## config.mk

```make
export PLATFORM = sky130hd
export DESIGN_NAME = alu_issue_stage_flat
export DESIGN_NICKNAME = d
export VERILOG_FILES = /design/src/rtl/alu_issue_stage_if.sv /design/src/rtl/alu_issue_stage.sv /design/src/flat_wrapper.sv
export SDC_FILE = /design/constraint.sdc
export NUM_CORES = 1
export LEC_CHECK = 0
export ABC_AREA = 1
export CORE_MARGIN = 1.5
export CORE_UTILIZATION = 42
export CTS_CLUSTER_DIAMETER = 50
export DETAILED_ROUTE_END_ITERATION = 12
export HOLD_SLACK_MARGIN = 0.08
export PLACE_DENSITY = 0.89
export RECOVER_POWER = 50
export SLEW_MARGIN = 10
export SYNTH_ARGS = -nofsm -noshare
export SYNTH_HDL_FRONTEND = slang
export SYNTH_SLANG_ARGS = --single-unit
```

## constraint.sdc

```tcl
create_clock -name clk -period 1.7 [get_ports clk]
set_input_delay 0.255 -clock clk [delete_from_list [all_inputs] [get_ports clk]]
set_output_delay 0.255 -clock clk [all_outputs]
set_load 0.02 [all_outputs]
```

## src/rtl/alu_issue_stage_if.sv

```systemverilog
// Handshake and payload bundle between the upstream fetch/regfile side,
// the alu_issue_stage slot, and the downstream ALU/EX consumer.
interface alu_issue_stage_if;
  logic        in_valid;
  logic        in_ready;
  logic [31:0] instr;
  logic [31:0] rs1_data;
  logic [31:0] rs2_data;
  logic        out_valid;
  logic        out_ready;
  logic [3:0]  alu_control;
  logic [31:0] operand1;
  logic [31:0] operand2;
  logic [4:0]  rd;
  logic        illegal;

  // Environment side: drives instructions in and consumes decoded slots.
  modport master (
    output in_valid, instr, rs1_data, rs2_data, out_ready,
    input  in_ready, out_valid, alu_control, operand1, operand2, rd, illegal
  );

  // Issue stage side.
  modport slave (
    input  in_valid, instr, rs1_data, rs2_data, out_ready,
    output in_ready, out_valid, alu_control, operand1, operand2, rd, illegal
  );
endinterface

```

## src/rtl/alu_issue_stage.sv

```systemverilog
// RV32I OP / OP-IMM decode and issue stage feeding the alu block.
// Decodes into an ALU control code plus operands and holds the result in a
// single registered valid/ready slot; illegal encodings are flagged and counted.
module alu_issue_stage (
  input  logic               clk,
  input  logic               rst_n,
  alu_issue_stage_if.slave   bus,
  output logic [7:0]         illegal_count
);

  localparam logic [3:0] ALU_AND  = 4'b0000;
  localparam logic [3:0] ALU_OR   = 4'b0001;
  localparam logic [3:0] ALU_ADD  = 4'b0010;
  localparam logic [3:0] ALU_SLL  = 4'b0011;
  localparam logic [3:0] ALU_SRL  = 4'b0100;
  localparam logic [3:0] ALU_SRA  = 4'b0101;
  localparam logic [3:0] ALU_SUB  = 4'b0110;
  localparam logic [3:0] ALU_SLT  = 4'b0111;
  localparam logic [3:0] ALU_SLTU = 4'b1000;
  localparam logic [3:0] ALU_XOR  = 4'b1001;

  localparam logic [6:0] OPC_OP     = 7'b0110011;
  localparam logic [6:0] OPC_OP_IMM = 7'b0010011;
  localparam logic [6:0] F7_BASE    = 7'b0000000;
  localparam logic [6:0] F7_ALT     = 7'b0100000;

  logic [6:0]  opcode;
  logic [2:0]  funct3;
  logic [6:0]  funct7;
  logic        unused_rs1_field;

  logic [3:0]  dec_alu;
  logic [31:0] dec_op1;
  logic [31:0] dec_op2;
  logic [4:0]  dec_rd;
  logic        dec_illegal;

  logic        out_valid_q, out_valid_d;
  logic [3:0]  alu_control_q, alu_control_d;
  logic [31:0] operand1_q, operand1_d;
  logic [31:0] operand2_q, operand2_d;
  logic [4:0]  rd_q, rd_d;
  logic        illegal_q, illegal_d;
  logic [7:0]  illegal_count_q, illegal_count_d;

  logic        accept;

  assign opcode = bus.instr[6:0];
  assign funct3 = bus.instr[14:12];
  assign funct7 = bus.instr[31:25];
  // The rs1 register index is resolved upstream; only its data arrives here.
  assign unused_rs1_field = ^bus.instr[19:15];

  // funct3 map shared by OP (funct7 = 0) and OP-IMM.
  function automatic logic [3:0] base_alu(input logic [2:0] f3);
    case (f3)
      3'b000:  base_alu = ALU_ADD;
      3'b001:  base_alu = ALU_SLL;
      3'b010:  base_alu = ALU_SLT;
      3'b011:  base_alu = ALU_SLTU;
      3'b100:  base_alu = ALU_XOR;
      3'b101:  base_alu = ALU_SRL;
      3'b110:  base_alu = ALU_OR;
      default: base_alu = ALU_AND;
    endcase
  endfunction

  // Decode the presented instruction; illegal encodings collapse to a harmless ADD of zeros.
  always_comb begin
    dec_illegal = 1'b0;
    dec_alu     = ALU_ADD;
    dec_op1     = bus.rs1_data;
    dec_op2     = bus.rs2_data;
    dec_rd      = bus.instr[11:7];
    case (opcode)
      OPC_OP: begin
        if (funct7 == F7_BASE) begin
          dec_alu = base_alu(funct3);
        end else if (funct7 == F7_ALT && funct3 == 3'b000) begin
          dec_alu = ALU_SUB;
        end else if (funct7 == F7_ALT && funct3 == 3'b101) begin
          dec_alu = ALU_SRA;
        end else begin
          dec_illegal = 1'b1;
        end
      end
      OPC_OP_IMM: begin
        dec_alu = base_alu(funct3);
        dec_op2 = {{20{bus.instr[31]}}, bus.instr[31:20]};
        if (funct3 == 3'b001) begin
          dec_op2 = {27'b0, bus.instr[24:20]};
          if (funct7 != F7_BASE) dec_illegal = 1'b1;
        end else if (funct3 == 3'b101) begin
          dec_op2 = {27'b0, bus.instr[24:20]};
          if (funct7 == F7_ALT) begin
            dec_alu = ALU_SRA;
          end else if (funct7 != F7_BASE) begin
            dec_illegal = 1'b1;
          end
        end
      end
      default: dec_illegal = 1'b1;
    endcase
    if (dec_illegal) begin
      dec_alu = ALU_ADD;
      dec_op1 = 32'd0;
      dec_op2 = 32'd0;
      dec_rd  = 5'd0;
    end
  end

  assign bus.in_ready = !out_valid_q || bus.out_ready;
  assign accept       = bus.in_valid && bus.in_ready;

  // Slot next-state: load on accept, drop valid on a bare consume, otherwise hold.
  always_comb begin
    out_valid_d     = out_valid_q;
    alu_control_d   = alu_control_q;
    operand1_d      = operand1_q;
    operand2_d      = operand2_q;
    rd_d            = rd_q;
    illegal_d       = illegal_q;
    illegal_count_d = illegal_count_q;
    if (accept) begin
      out_valid_d   = 1'b1;
      alu_control_d = dec_alu;
      operand1_d    = dec_op1;
      operand2_d    = dec_op2;
      rd_d          = dec_rd;
      illegal_d     = dec_illegal;
      if (dec_illegal && illegal_count_q != 8'hFF) begin
        illegal_count_d = illegal_count_q + 8'd1;
      end
    end else if (out_valid_q && bus.out_ready) begin
      out_valid_d = 1'b0;
    end
  end

  // Slot registers; reset clears everything so no held op survives.
  always_ff @(posedge clk or negedge rst_n) begin
    if (!rst_n) begin
      out_valid_q     <= 1'b0;
      alu_control_q   <= 4'd0;
      operand1_q      <= 32'd0;
      operand2_q      <= 32'd0;
      rd_q            <= 5'd0;
      illegal_q       <= 1'b0;
      illegal_count_q <= 8'd0;
    end else begin
      out_valid_q     <= out_valid_d;
      alu_control_q   <= alu_control_d;
      operand1_q      <= operand1_d;
      operand2_q      <= operand2_d;
      rd_q            <= rd_d;
      illegal_q       <= illegal_d;
      illegal_count_q <= illegal_count_d;
    end
  end

  assign bus.out_valid   = out_valid_q;
  assign bus.alu_control = alu_control_q;
  assign bus.operand1    = operand1_q;
  assign bus.operand2    = operand2_q;
  assign bus.rd          = rd_q;
  assign bus.illegal     = illegal_q;
  assign illegal_count   = illegal_count_q;

endmodule

```

## src/flat_wrapper.sv

```systemverilog
// flat-port wrapper written by rule: the top's interface ports become plain ports
module alu_issue_stage_flat 
  (clk, rst_n, illegal_count, bus_in_valid, bus_instr, bus_rs1_data, bus_rs2_data, bus_out_ready, bus_in_ready, bus_out_valid, bus_alu_control, bus_operand1, bus_operand2, bus_rd, bus_illegal);
  alu_issue_stage_if bus_i ();
  input  logic clk;
  input  logic rst_n;
  output logic [7:0] illegal_count;
  input wire logic [$bits(bus_i.in_valid)-1:0] bus_in_valid;
  input wire logic [$bits(bus_i.instr)-1:0] bus_instr;
  input wire logic [$bits(bus_i.rs1_data)-1:0] bus_rs1_data;
  input wire logic [$bits(bus_i.rs2_data)-1:0] bus_rs2_data;
  input wire logic [$bits(bus_i.out_ready)-1:0] bus_out_ready;
  output wire logic [$bits(bus_i.in_ready)-1:0] bus_in_ready;
  output wire logic [$bits(bus_i.out_valid)-1:0] bus_out_valid;
  output wire logic [$bits(bus_i.alu_control)-1:0] bus_alu_control;
  output wire logic [$bits(bus_i.operand1)-1:0] bus_operand1;
  output wire logic [$bits(bus_i.operand2)-1:0] bus_operand2;
  output wire logic [$bits(bus_i.rd)-1:0] bus_rd;
  output wire logic [$bits(bus_i.illegal)-1:0] bus_illegal;
  assign bus_i.in_valid = bus_in_valid;
  assign bus_i.instr = bus_instr;
  assign bus_i.rs1_data = bus_rs1_data;
  assign bus_i.rs2_data = bus_rs2_data;
  assign bus_i.out_ready = bus_out_ready;
  assign bus_in_ready = bus_i.in_ready;
  assign bus_out_valid = bus_i.out_valid;
  assign bus_alu_control = bus_i.alu_control;
  assign bus_operand1 = bus_i.operand1;
  assign bus_operand2 = bus_i.operand2;
  assign bus_rd = bus_i.rd;
  assign bus_illegal = bus_i.illegal;
  alu_issue_stage u_core (.clk(clk), .rst_n(rst_n), .bus(bus_i), .illegal_count(illegal_count));
endmodule
```

==> flow_metrics.py <==
metrics = {
    "run_status": {
        "status": "finished with violations",
        "violations": "negative setup slack",
    },
    "floorplanning": {
        "rows": 35,
        "fp.dieArea_mm2": 0.01017,
        "core_mm2": 0.009240,
        "dieWidth_um": 100.8,
        "ioPinCount": 184,
        "fp.dieH_um": 100.8,
        "start_util_pct": 43.51,
    },
    "critical_path": {
        "cpPeakStageDelay_ns": 0.50,
        "startpoint_type": "primary input",
        "crit_chain": "clkdlybuf4s50_1 > inv_2 > nand2_1 > nor2_1 > o21ai_2 > nand3_2 > inv_2 > nor2_8 > buf_4 > buf_12 > nand3_1 > nand2_1",
        "critPathRequiredTime_ns": 1.94,
        "cp_num_buf_inv": 5,
        "slowest_stage": "clkdlybuf4s50_1",
        "cp_data_arrival_time_ns": 1.94,
        "path_max_fanout": 17,
        "critical_path.endpoint_type": "flip-flop",
        "critical_path_class": "primary input to flip-flop",
        "crit_family": "buffers and inverters",
    },
    "timing": {
        "fin_worst_skew_ns": 0.009982,
        "fmax_ghz": 0.5866,
        "setup_viol": 1,
        "final.setup.tns_ns": -0.004656,
        "layout_min_cycle_time_ns": 1.705,
        "min_period_over_period_pct": 100.3,
        "worst_slack_ns": -0.004656,
        "slew_headroom_pct": 30.73,
        "worstMarginPinSlew_ns": 1.039,
        "hold_violations": 0,
        "holdWs_ns": 0.4695,
        "drv_slew": 0,
    },
    "synthesis": {
        "ys_seq_area_share_pct": 51.67,
        "yosys_warnings": 0,
        "ys_seq_elements": 83,
        "avgSynthCellArea_um2": 7.528,
        "syn_inst": 534,
        "synth_nets": 635,
        "yosysUniqueCellTypes": 26,
        "syn_area_mm2": 0.004020,
    },
    "clocking": {
        "cts_buffer_depth": 2,
        "cts_tree": "built",
        "cts_buffers": 9,
        "clk_pin_slew_ns": 0.09,
        "htree_levels": 3,
        "cts-root-buf": "clkbuf_8",
        "cts.sinks": 83,
        "clock_latency_ns": 0.34,
    },
    "global_route": {
        "antenna_found_initial": 0,
        "grt_pass1_wl_um": 19240,
        "grt_pass1_vias": 4233,
        "grt_use_total_pct": 24.14,
        "grt.overflow.total": 0,
        "grt_max_degree": 84,
    },
    "job": {
        "maxCapViolations": 0,
    },
    "final_layout": {
        "syn_to_final_growth_pct": 62.78,
        "layout.cells.non_filler": 875,
        "layout.nets": 843,
        "drive_above_1_share_pct": 10.46,
        "diodes": 0,
        "nFillCells": 720,
    },
    "drt": {
        "drc": 0,
        "dr.first_iter.drc_count": 238,
        "vias": 4316,
        "dr.pass1.iters": 5,
        "vias_per_cell": 4.933,
        "routedWlPerCell_um": 14.54,
        "routed_wirelength_um": 12720,
        "drtAntennaViolNets": 0,
    },
    "placement": {
        "dp_hpwl_um": 9110,
        "place_congestion": 0.8783,
        "placedCellCount": 853,
        "place_ws_ns": -0.3180,
        "port_buffers": 178,
    },
    "hold_path": {
        "hp-class": "primary input to flip-flop",
    },
    "pwr": {
        "p_leak_uw": 0.003392,
        "power.density_mw_per_mm2": 718.5,
        "vdd_drop_max_mv": 0.3951,
        "total_power_uw": 4701,
    },
}
[kinds of logic (layout without fill, tap and decap cells)]
kind of cell | count (synthesis) | in the layout | synth area share (%)
AOI/OAI and AO/OA | 16 | 16 | 2.676
adders and majority gates | 1 | 1 | 0.3112
buffers and inverters | 51 | 263 | 5.571
xor gates and xnor gates | 6 | 6 | 1.307
DFF | 83 | 83 | 51.67
and+or+nand+nor | 377 | 377 | 38.47
[through the flow]
step                instance area, um2  utilization [%]
floorplan                         4020                -
global placement                  6185            66.93
detailed placement                6185            66.93
CTS                               6432            69.61
global route                      6544            70.82
finish                            6544            70.82
[layout by cell type (no fill, tap or decap), drive strengths merged, types with 2 or more instances in the layout]
master and n:
buf 41, bufinv 3, clkbuf 20, clkdlybuf4s50 152, clkinv 2, dfrtp 83, dlygate4sd2 2, dlygate4sd3 19
inv 23, nand2 246, nand3 67, nor2 63, o211ai 2, o21ai 6, o31ai 6, xor2 5
[routing by layer]
layer	up-vias	wire length [um]	global-route usage (%)
met4	0	325	9.642
met1	2051	5235	29.61
li1	2078	-	-
met2	162	6449	42.20
met5	-	0	0
met3	25	711	4.161
[final timing paths]
kind / from / end / slack [ns] / cells after the start
min reg2reg: u_core.bus.operand1[27]$_DFFE_PN0P_ / u_core.bus.operand1[27]$_DFFE_PN0P_ / 0.48 / 2
min in group asynchronous: rst_n / u_core.bus.operand2[14]$_DFFE_PN0P_ / 0.73 / 3
max in group asynchronous: rst_n / u_core.bus.operand1[29]$_DFFE_PN0P_ / 0.29 / 3
max: bus_instr[13] / u_core.bus.operand1[4]$_DFFE_PN0P_ / -0.005 / 12
min: bus_rs1_data[22] / u_core.bus.operand1[22]$_DFFE_PN0P_ / 0.47 / 3
max reg2reg: u_core.illegal_count[0]$_DFFE_PN0P_ / u_core.illegal_count[7]$_DFFE_PN0P_ / 0.21 / 7
[what timing repair did]
item                                    in CTS  in global routing
pin swaps                                    0                  4
gates resized for setup                      2                 15
hold endpoints to repair                    83                  0
hold buffers                                 1                  0
endpoints found under the setup margin       2                 51
gates cloned                                 0                  4
buffers inserted                             0                  2
[cell type report]
class,count,area [um2],share of cell area (%)
inverters,24,90.09,1.377
repair buffers,224,2242,34.26
multi-input cells,400,1733,26.48
well taps,129,161.4,2.467
flip-flops and latches,83,2077,31.74
clock buffers,11,141.4,2.161
clock inverters,4,98.84,1.511
[power breakdown]
part | internal (uW) | switching, uW | total [uW]
logic | 432 | 441 | 873
clock network | 1010 | 705 | 1720
registers | 2040 | 70.8 | 2110
total | 3480 | 1220 | 4700
[cell usage after synthesis, drive strengths merged]
master | number | area, um2
nand2 | 246 | 933.4
dfrtp | 83 | 2077
nand3 | 67 | 345.3
nor2 | 63 | 260.3
inv | 23 | 86.33
buf | 15 | 88.83
clkbuf | 12 | 45.04
o21ai | 6 | 30.02
o31ai | 6 | 45.04
xor2 | 5 | 43.79
o211ai | 2 | 15.01
a21oi | 1 | 5.000
a31oi | 1 | 12.51
clkinv | 1 | 3.750
ha | 1 | 12.51
nand3b | 1 | 7.510
xnor2 | 1 | 8.760
[registers in the layout, indices dropped and copies added (netlist names)]
name                    cells
u_core.bus.out_valid        1
u_core.illegal_count        8
u_core.bus.operand2        32
u_core.bus.operand1        32
u_core.bus.alu_control      4
u_core.bus.illegal          1
u_core.bus.rd               5
[tightest hold or removal path: stages]
cell,delay (ns)
clkdlybuf4s50_1,0.40
nand3_1,0.08
nand2_1,0.05
Note: power is estimated with default switching activity, not from simulation.
